## src/rtl/muldiv_seq.sv

```systemverilog
// Sequential RV32M multiply/divide unit; radix-2, XLEN iterations.
// Ports: clk, rstn, start/op/a/b/flush in; busy/done/result out.
module muldiv_seq #(
  parameter int XLEN = 32
) (
  input  logic            clk,
  input  logic            rstn,
  input  logic            start,
  input  logic [2:0]      op,
  input  logic [XLEN-1:0] a,
  input  logic [XLEN-1:0] b,
  input  logic            flush,
  output logic            busy,
  output logic            done,
  output logic [XLEN-1:0] result
);

  localparam int CW = $clog2(XLEN);
  localparam logic [XLEN-1:0] MINV = {1'b1, {(XLEN-1){1'b0}}};

  typedef enum logic [2:0] {
    S_IDLE,
    S_PREP,
    S_CALC,
    S_FIX,
    S_DONE
  } state_t;

  state_t r_state;
  state_t w_next;

  logic [2:0]        r_op;
  logic [XLEN-1:0]   r_a;
  logic [XLEN-1:0]   r_b;
  logic [XLEN-1:0]   r_bm;
  logic [2*XLEN-1:0] r_acc;
  logic [CW-1:0]     r_cnt;
  logic              r_sa;
  logic              r_sb;
  logic [XLEN-1:0]   r_result;

  logic            w_is_div;
  logic            w_sa_en;
  logic            w_sb_en;
  logic            w_sa;
  logic            w_sb;
  logic [XLEN-1:0] w_ma;
  logic [XLEN-1:0] w_mb;
  logic            w_dz;
  logic            w_ovf;
  logic            w_special;
  logic [XLEN-1:0] w_spec_res;
  logic [XLEN-1:0] w_hi;
  logic [XLEN-1:0] w_lo;
  logic [XLEN:0]   w_msum;
  logic [XLEN:0]   w_shift;
  logic [XLEN:0]   w_diff;
  logic            w_ge;
  logic [2*XLEN-1:0] w_step;
  logic [2*XLEN-1:0] w_prod;
  logic [XLEN-1:0] w_quo;
  logic [XLEN-1:0] w_rem;
  logic [XLEN-1:0] w_fix_res;
  logic            w_last;

  assign w_is_div = r_op[2];
  assign w_sa_en  = (r_op == 3'b001) | (r_op == 3'b010) |
                    (r_op == 3'b100) | (r_op == 3'b110);
  assign w_sb_en  = (r_op == 3'b001) | (r_op == 3'b100) |
                    (r_op == 3'b110);
  assign w_sa = w_sa_en & r_a[XLEN-1];
  assign w_sb = w_sb_en & r_b[XLEN-1];
  assign w_ma = w_sa ? (~r_a + 1'b1) : r_a;
  assign w_mb = w_sb ? (~r_b + 1'b1) : r_b;

  assign w_dz  = w_is_div && (r_b == '0);
  assign w_ovf = w_is_div && !r_op[0] &&
                 (r_a == MINV) && (r_b == '1);
  assign w_special = w_dz | w_ovf;

  always_comb begin
    w_spec_res = '0;
    if (w_dz) begin
      w_spec_res = r_op[1] ? r_a : '1;
    end else begin
      w_spec_res = r_op[1] ? '0 : MINV;
    end
  end

  assign w_hi = r_acc[2*XLEN-1:XLEN];
  assign w_lo = r_acc[XLEN-1:0];

  // Multiply: add multiplicand into the high half, shift right.
  assign w_msum = {1'b0, w_hi} +
                  (w_lo[0] ? {1'b0, r_bm} : '0);

  // Divide: shift remainder/quotient left, trial-subtract divisor.
  assign w_shift = {w_hi, w_lo[XLEN-1]};
  assign w_ge    = w_shift >= {1'b0, r_bm};
  assign w_diff  = w_shift - {1'b0, r_bm};

  always_comb begin
    w_step = r_acc;
    if (!w_is_div) begin
      w_step = {w_msum, w_lo[XLEN-1:1]};
    end else if (w_ge) begin
      w_step = {w_diff[XLEN-1:0], w_lo[XLEN-2:0], 1'b1};
    end else begin
      w_step = {w_shift[XLEN-1:0], w_lo[XLEN-2:0], 1'b0};
    end
  end

  assign w_prod = (r_sa ^ r_sb) ? (~r_acc + 1'b1) : r_acc;
  assign w_quo  = (r_sa ^ r_sb) ? (~w_lo + 1'b1) : w_lo;
  // Remainder follows the dividend's sign.
  assign w_rem  = r_sa ? (~w_hi + 1'b1) : w_hi;

  always_comb begin
    w_fix_res = '0;
    if (w_is_div) begin
      w_fix_res = r_op[1] ? w_rem : w_quo;
    end else if (r_op[1:0] == 2'b00) begin
      w_fix_res = w_prod[XLEN-1:0];
    end else begin
      w_fix_res = w_prod[2*XLEN-1:XLEN];
    end
  end

  assign w_last = (r_cnt == CW'(XLEN-1));

  always_ff @(posedge clk or negedge rstn) begin
    if (!rstn) r_state <= S_IDLE;
    else       r_state <= w_next;
  end

  always_comb begin
    w_next = r_state;
    busy   = 1'b1;
    done   = 1'b0;
    unique case (r_state)
      S_IDLE: begin
        busy = 1'b0;
        if (start && !flush) w_next = S_PREP;
      end
      S_PREP: w_next = w_special ? S_DONE : S_CALC;
      S_CALC: if (w_last) w_next = S_FIX;
      S_FIX:  w_next = S_DONE;
      S_DONE: begin
        done   = 1'b1;
        w_next = S_IDLE;
      end
      default: w_next = S_IDLE;
    endcase
    if (flush && r_state != S_IDLE) w_next = S_IDLE;
  end

  always_ff @(posedge clk or negedge rstn) begin
    if (!rstn) begin
      r_op     <= '0;
      r_a      <= '0;
      r_b      <= '0;
      r_bm     <= '0;
      r_acc    <= '0;
      r_cnt    <= '0;
      r_sa     <= 1'b0;
      r_sb     <= 1'b0;
      r_result <= '0;
    end else begin
      case (r_state)
        S_IDLE: begin
          if (start && !flush) begin
            r_op <= op;
            r_a  <= a;
            r_b  <= b;
          end
        end
        S_PREP: begin
          if (!flush) begin
            r_sa  <= w_sa;
            r_sb  <= w_sb;
            r_cnt <= '0;
            if (w_is_div) begin
              r_bm  <= w_mb;
              r_acc <= {{XLEN{1'b0}}, w_ma};
            end else begin
              r_bm  <= w_ma;
              r_acc <= {{XLEN{1'b0}}, w_mb};
            end
            if (w_special) r_result <= w_spec_res;
          end
        end
        S_CALC: begin
          r_acc <= w_step;
          r_cnt <= r_cnt + 1'b1;
        end
        S_FIX: begin
          if (!flush) r_result <= w_fix_res;
        end
        default: ;
      endcase
    end
  end

  assign result = r_result;

endmodule

```

## config.mk

```make
export PLATFORM = sky130hd
export DESIGN_NAME = muldiv_seq
export DESIGN_NICKNAME = d
export VERILOG_FILES = /design/src/rtl/muldiv_seq.sv
export SDC_FILE = /design/constraint.sdc
export NUM_CORES = 1
export LEC_CHECK = 0
export BUFFER_PORTS_ARGS = -buffer_cell sky130_fd_sc_hd__clkbuf_2
export CAP_MARGIN = 20
export CORE_AREA = 2 2 179 251
export CTS_BUF_LIST = sky130_fd_sc_hd__clkbuf_16
export CTS_CLUSTER_DIAMETER = 120
export DETAILED_ROUTE_END_ITERATION = 7
export DIE_AREA = 0 0 181 253
export SLEW_MARGIN = 20
export SYNTH_ARGS = -nofsm -noshare
export SYNTH_HDL_FRONTEND = slang
export SYNTH_SLANG_ARGS = --single-unit
```

## constraint.sdc

```tcl
create_clock -name clk -period 3.05 [get_ports clk]
set_input_delay 0.61 -clock clk [delete_from_list [all_inputs] [get_ports clk]]
set_output_delay 0.61 -clock clk [all_outputs]
set_load 0.01 [all_outputs]
```

==> summary.md, run 1 <==
| Metric | Value |
|---|---|
| CP endpoint kind | `flip-flop` |
| Post-Syn Instances | `2110` |
| Compound-cell area share of the yosys netlist | `24.3%` |
| XOR/XNOR share of the synthesized area | `10.1%` |
| Antenna violations before repair | `0` |
| Clk root buf | `clkbuf_16` |
| Top cell type's share of synthesized area | `29.9%` |
| Total clock sinks | `205` |
| Clock Pin Slew Worst Setup and Hold Paths | `0.07 ns` |
| VDD IR max | `0.000598 V` |
| Worst-margin pin slew | `0.977 ns` |
| Register area share after synthesis | `29.9%` |
| Die W | `181 um` |
| Area of the multi-input gates | `0.0122 mm2` |
| Gr ovfl total | `0` |
| Final Core Density | `51.7%` |
| Fin. Hold Viols | `0` |
| Synth unique cells | `74` |
| CP max FO | `8` |
| Largest net degree at the start of global routing | `80` |
| Max_cap viols | `0` |
| Synth top area cells | `dfrtp_1, o21ai_0, xnor2_1` |
| DRT iter0 DRCs | `1397` |
| Worst hold-check path type | `primary input to asynchronous set/reset pin` |
| Core ar. | `0.0437 mm2` |
| Area grow syn2layout | `31.8%` |
| Row count | `91` |
| Count of input and output buffers | `104` |
| Final setup violation count | `6` |
| Cts bufs inserted | `23` |
| TritonCTS clock tree | `done` |
| Die area | `0.0458 mm2` |
| Pre-antenna DRT Iters | `5` |
| Leak | `10.1 nW` |
| Share of cells above drive strength 1 | `30.7%` |
| H-tree Lvls | `1` |
| RSZ-0062 raised after global routing | `true` |
| Placer congestion estimate | `1.07` |
| Fill cell count | `4282` |
| Clock Tree Buf Depth | `3` |
| Slew Viols, Final | `0` |
| Power Density | `1160 mW/mm2` |
| Syn_area_per_cell | `8.13 um2` |
| Synth Area in Adders | `5.41%` |
| Clk_skew | `0.0168 ns` |
| Residual DRC | `0` |
| EDFF count, synth | `0` |
| Fraction of the mapped netlist area in simple logic gates | `17.2%` |
| Final min period | `3.10 ns` |
| FF+latch count, synth | `205` |
| Path type of the worst setup path | `flip-flop to flip-flop` |
| IO Pins | `105` |
| GRT Util Overall | `30.3%` |
| Hold buffers post-CTS | `0` |
| Yosys warns | `0` |
| Rel. slew slack | `34.6%` |
| Reg area | `0.00514 mm2` |
| Req. time, crit path | `3.51 ns` |
| Via count | `17900` |
| Starting Density | `39.2%` |
| Final worst setup slack | `-0.0527 ns` |
| Synth async-reset ratio | `100%` |
| Post-DR wirelength/cell | `23.3 um` |
| Chip height | `253 um` |
| Startpoint Class | `flip-flop` |
| Vias/cell | `5.90` |
| Clk_lat worst skew | `0.55 ns` |
| Leading area contributor after synthesis | `dfrtp_1` |
| Max Clock Freq | `322 MHz` |
| Worst Path Arrival | `3.56 ns` |
| Failing checks | `setup timing` |
| Post-synth top flop | `dfrtp_1` |
| Vias in the first global route | `17900` |
| DRT antenna net count | `0` |
| HPWL Detailed | `54800 um` |
| Diodes inserted | `0` |
| Largest family of logic cells by synthesized area | `compound AO/OA/AOI/OAI gates` |
| Mux cell area share after synthesis | `8.35%` |
| First-pass GRT wire length | `106000 um` |
| Min Hold Slack | `0.0663 ns` |
| Post-route clock period utilization | `102%` |
| Synth Net Count | `2254` |
| Post-layout nets | `2608` |
| Pwr Total | `26.3 mW` |
| Synthesized area | `0.0172 mm2` |
| Status | `complete, but fails checks` |
| Final wirelength | `70900 um` |
-- per-layer routing --
layer	share of wire, %	vias up	GRT usage [%]
met5	0	-	0
met4	8.6	0	21.6
met3	4.9	233	3.19
met2	49	663	53.5
met1	37	8655	34.2
li1	-	8362	-
-- Yosys cell counts, types with 11 or more instances --
master and count:
a22oi_1 16, o21ai_0 215, o22ai_1 11, mux2_2 73, xnor2_1 103, and3_1 15, o211ai_1 38, nor2b_1 12
a21oi_1 164, ha_1 71, clkbuf_1 120, o221ai_1 34, a21o_1 44, o31ai_1 23, nor2_1 165, o41ai_1 13
nor3_1 32, nand2b_1 13, dfrtp_1 205, nand3_1 67, buf_1 16, inv_1 60, nand2_1 211, a211oi_1 17
nor4_1 14, xor2_1 94, mux2i_1 61, a31oi_1 22, a221oi_1 14, nand4_1 22
-- cell usage in the layout, fill, tap and decap left out, types with 60 or more instances in the layout --
master      n
clkbuf_2  103
o21ai_0   178
buf_4     348
nand2_1   207
xor2_1     88
nor2_1    154
a21oi_1   150
xnor2_1    98
dfrtp_1   199
ha_1       60
mux2_2     73
-- cell families after synthesis --
family                     after synthesis
AOI/OAI and AO/OA                      670
xor gates and xnor gates               197
adders and majority gates               73
buffers and inverters                  210
DFF                                    205
muxes                                  134
and+or+nand+nor                        621
-- where the power goes --
group	leakage, nW	internal, mW	switching, mW
clock	0.384	1.72	1.24
sequential	2.58	3.58	0.944
combinational	7.15	8.29	10.5
total	10.1	13.6	12.7
-- worst max-delay path, cell delays in order, from the launching register on --
cell and delay [ns]:
dfrtp_2 0.44, clkinv_4 0.10, buf_12 0.14, nor2_4 0.04, ha_4 0.29, nand3_4 0.09, or4_4 0.54, a211oi_2 0.21
buf_4 0.17, nor3_2 0.04, nor2_1 0.13, buf_4 0.15, a31oi_4 0.09, o211ai_1 0.24, a32oi_2 0.16, a41oi_1 0.17
-- registers in the layout, summed over array words and instances (netlist names), 3 cells and up --
name     cells
result      32
r_a         32
r_bm        32
r_state      3
r_cnt        5
r_b         32
r_acc       64
r_op         3
-- worst paths after layout --
kind	from	endpoint	slack, ns	cells past startpoint
max	r_acc[0]	r_acc[63]	-0.05	15
min	rstn	r_cnt[4]	0.07	1
max reg2reg	r_acc[0]	r_acc[63]	-0.05	15
min reg2reg	result[16]	result[16]	0.48	1
max in group asynchronous	rstn	r_acc[44]	2.15	2
min in group clk	flush	r_state[0]	0.25	2
-- metrics by stage --
| stage | area (um2) | instances | TNS (ns) | worst slack, ns |
|---|---|---|---|---|
| after global routing | 22600 | 3038 | -2.13 | -0.214 |
| final | 22600 | 3038 | -0.167 | -0.0527 |
| after detailed placement | 20400 | 2960 | -8.07 | -0.484 |
| after floorplan | 17200 | 2110 | 0 | 0.0222 |
| after global placement | 20400 | 2960 | -8.93 | -0.408 |
| after CTS | 21700 | 3011 | -0.155 | -0.0574 |
-- area by class of cell --
cell class / count / area share (%)
flip-flops and latches: 205 / 22.7
clock inverters: 18 / 0.875
multi-input cells: 1695 / 54.1
inverters: 64 / 1.10
well taps: 558 / 3.09
repair buffers: 475 / 15.6
clock buffers: 23 / 2.55
-- what timing repair did --
| item | 4_1_cts | 5_1_grt |
|---|---|---|
| gates resized for setup | 77 | 167 |
| pin swaps | 30 | 92 |
| hold endpoints to repair | 0 | 0 |
| cloned | 1 | 2 |
| setup endpoints to repair | 48 | 64 |
| setup buffers | 9 | 28 |
Power figures use the tool's default switching activity.
==> run 2, diff against run 1 <==
--- a/config.mk
+++ b/config.mk
@@ -7,11 +7,11 @@
 export LEC_CHECK = 0
 export BUFFER_PORTS_ARGS = -buffer_cell sky130_fd_sc_hd__clkbuf_2
 export CAP_MARGIN = 20
-export CORE_AREA = 2 2 179 251
+export CORE_AREA = 2 2 206 288
 export CTS_BUF_LIST = sky130_fd_sc_hd__clkbuf_16
 export CTS_CLUSTER_DIAMETER = 120
 export DETAILED_ROUTE_END_ITERATION = 7
-export DIE_AREA = 0 0 181 253
+export DIE_AREA = 0 0 208 290
 export SLEW_MARGIN = 20
 export SYNTH_ARGS = -nofsm -noshare
 export SYNTH_HDL_FRONTEND = slang
==> run 2 against run 1 <==
- the flow finishes with violations (hold timing, setup timing)
- critical path depth is 2 lower
- setup slack better by 0.0031 ns
- global-route usage decreased by 6.3 points
- highest routed layer unchanged
==> summary.md, run 2 (synthesis gave the netlist of run 1 again) <==
| Metric | Value |
|---|---|
| Leak | `10.2 nW` |
| Count of input and output buffers | `104` |
| Largest net degree at the start of global routing | `136` |
| Final worst setup slack | `-0.0495 ns` |
| GRT Util Overall | `24.0%` |
| Placer congestion estimate | `0.983` |
| Pre-antenna DRT Iters | `7` |
| Diodes inserted | `0` |
| Failing checks | `hold timing, setup timing` |
| Core ar. | `0.0575 mm2` |
| CP endpoint kind | `flip-flop` |
| Post-route clock period utilization | `102%` |
| Req. time, crit path | `3.50 ns` |
| Cells along the critical path | `ha_4 > a21o_1 > a21o_1 > a21o_1 > a211oi_2 > o21ai_2 > a2111oi_2 > buf_4 > nand2_8 > buf_6 > mux2i_1 > a221o_1 > a221oi_2` |
| Int Pwr | `13.7 mW` |
| Largest register by flop count | `r_acc` |
| Top cell family by delay on the critical path | `compound AO/OA/AOI/OAI gates` |
| Hold buffers post-CTS | `0` |
| WP buf/inv | `2` |
| Power Density | `1160 mW/mm2` |
| Worst-margin pin slew | `1.06 ns` |
| CP max-delay cell | `dfrtp_1` |
| IO Pins | `105` |
| Final min period | `3.10 ns` |
| Post-Layout Cell Count | `3240` |
| Clock Tree Buf Depth | `3` |
| Clock share of power | `11.5%` |
| Max stage delay on crit path | `0.41 ns` |
| Residual DRC | `0` |
| VDD IR max | `0.000508 V` |
| Sequential share of power | `17.1%` |
| Slew Viols, Final | `0` |
| FF-to-FF End | `r_acc[60]` |
| Die area | `0.0603 mm2` |
| Startpoint Class | `flip-flop` |
| Flip-flop count of the largest register after layout | `64` |
| HPWL Detailed | `59600 um` |
| First-pass GRT wire length | `111000 um` |
| Cts bufs inserted | `24` |
| R2r worst-path depth | `13` |
| Chip height | `290 um` |
| Final wirelength | `75000 um` |
| Post-DR wirelength/cell | `23.1 um` |
| Area grow syn2layout | `33.0%` |
| Max Clock Freq | `323 MHz` |
| Worst Path Arrival | `3.55 ns` |
| Switch share | `48.3%` |
| Max_cap viols | `0` |
| Post-layout nets | `2627` |
| Antenna violations before repair | `0` |
| Path type of the worst setup path | `flip-flop to flip-flop` |
| Worst hold-check path type | `primary input to asynchronous set/reset pin` |
| Net switching power | `12.8 mW` |
| Starting Density | `29.8%` |
| H-tree Lvls | `1` |
| RSZ-0062 raised after global routing | `true` |
| Total clock sinks | `205` |
| CP max FO | `4` |
| Vias in the first global route | `18200` |
| Clk_skew | `0.0183 ns` |
| Pwr Total | `26.5 mW` |
| Most common cell after layout, fill and taps aside | `buf_4` |
| Fin. Hold Viols | `3` |
| Rel. slew slack | `28.8%` |
| Most frequent cells in the layout | `buf_4, nand2_1, dfrtp_1, o21ai_0, nor2_1` |
| Clock Pin Slew Worst Setup and Hold Paths | `0.06 ns` |
| Worst reg2reg setup slack | `-0.05 ns` |
| Final setup violation count | `4` |
| Gr ovfl total | `0` |
| Die W | `208 um` |
| Crit path top cell by count | `a21o_1` |
| Row count | `104` |
| Clk_lat worst skew | `0.55 ns` |
| DRT iter0 DRCs | `1464` |
| Pre-CTS setup slack | `-0.465 ns` |
| Min Hold Slack | `-0.00721 ns` |
| Logic pwr share | `71.4%` |
| DP Cell Count | `3161` |
| Share of cells above drive strength 1 | `30.8%` |
| Via count | `18100` |
| DRT antenna net count | `0` |
| Vias/cell | `5.58` |
| Status | `complete, but fails checks` |
| Clk root buf | `clkbuf_16` |
| Worst r2r src | `r_acc[49]` |
| TritonCTS clock tree | `done` |
[run 2: cell types whose count changed in the layout (fill, tap and decap cells not counted), sizes merged]
cell / previous run / this run
inv: 66 / 68
buf: 369 / 389
clkinv: 10 / 7
clkinvlp: 2 / 1
[run 2: worst reg2reg max path, cell delays in order, from the launching register on]
cell and delay (ns):
dfrtp_1 0.41, ha_4 0.25, a21o_1 0.16, a21o_1 0.17, a21o_1 0.18, a211oi_2 0.27, o21ai_2 0.11, a2111oi_2 0.36
buf_4 0.21, nand2_8 0.08, buf_6 0.13, mux2i_1 0.11, a221o_1 0.35, a221oi_2 0.21
[run 2: area by class of cell]
| type | instances | area (um2) |
|---|---|---|
| fill | 5922 | 34700 |
| multi-input combinational | 1695 | 12100 |
| sequential | 205 | 5140 |
| timing repair buffer | 493 | 3630 |
| tap | 742 | 928 |
| clock buffer | 25 | 626 |
| inverter | 64 | 243 |
| clock inverter | 16 | 180 |
[run 2: routing by layer]
| metal | track usage, % | vias to the layer above | routed length, um |
|---|---|---|---|
| li1 | - | 8412 | - |
| met1 | 25.9 | 8794 | 27100 |
| met2 | 42.6 | 614 | 37300 |
| met3 | 3.51 | 245 | 3790 |
| met4 | 17.6 | 0 | 6740 |
| met5 | 0 | - | 0 |
[run 2: worst max path at each step]
| stage | depth (start not counted) | startpoint | slack [ns] | to |
|---|---|---|---|---|
| 6_report | 13 | r_acc[49] | -0.05 | r_acc[60] |
| 5_1_grt | 14 | r_bm[18] | -0.16 | r_acc[60] |
| 4_1_cts | 11 | r_acc[44] | -0.006 | result[17] |
| 3_5_place_dp | 13 | r_bm[18] | -0.46 | r_acc[32] |
| 3_3_place_gp | 13 | r_bm[18] | -0.44 | r_acc[32] |
| 2_1_floorplan | 14 | r_acc[0] | 0.02 | r_acc[63] |
[run 2: what timing repair did]
item | in CTS | in global routing
pin swaps | 20 | 78
endpoints found under the hold margin | 0 | 0
cloned | 1 | 1
buffers inserted | 7 | 30
resized for setup | 58 | 152
endpoints found under the setup margin | 42 | 63
[run 2: stage by stage]
step	util (%)	instance area, um2	setup TNS, ns	hold slack, ns
detailed placement	36.2	20800	-10.51	0.464
floorplan	-	17200	0	0.314
global placement	36.2	20800	-9.30	0.463
CTS	38.1	21900	-0.00828	0.00722
finish	39.7	22800	-0.0922	-0.00721
global route	39.7	22800	-1.35	0.0294
[run 2: power by group through the flow]
stage               Combinational (mW)  Clock, mW  Sequential (mW)
finish                            18.9       3.04             4.55
global route                      20.3       3.23             4.64
CTS                               17.4       3.11             4.47
detailed placement                16.7          0             4.50
global placement                  16.6          0             4.47
floorplan                         9.61          0             4.37
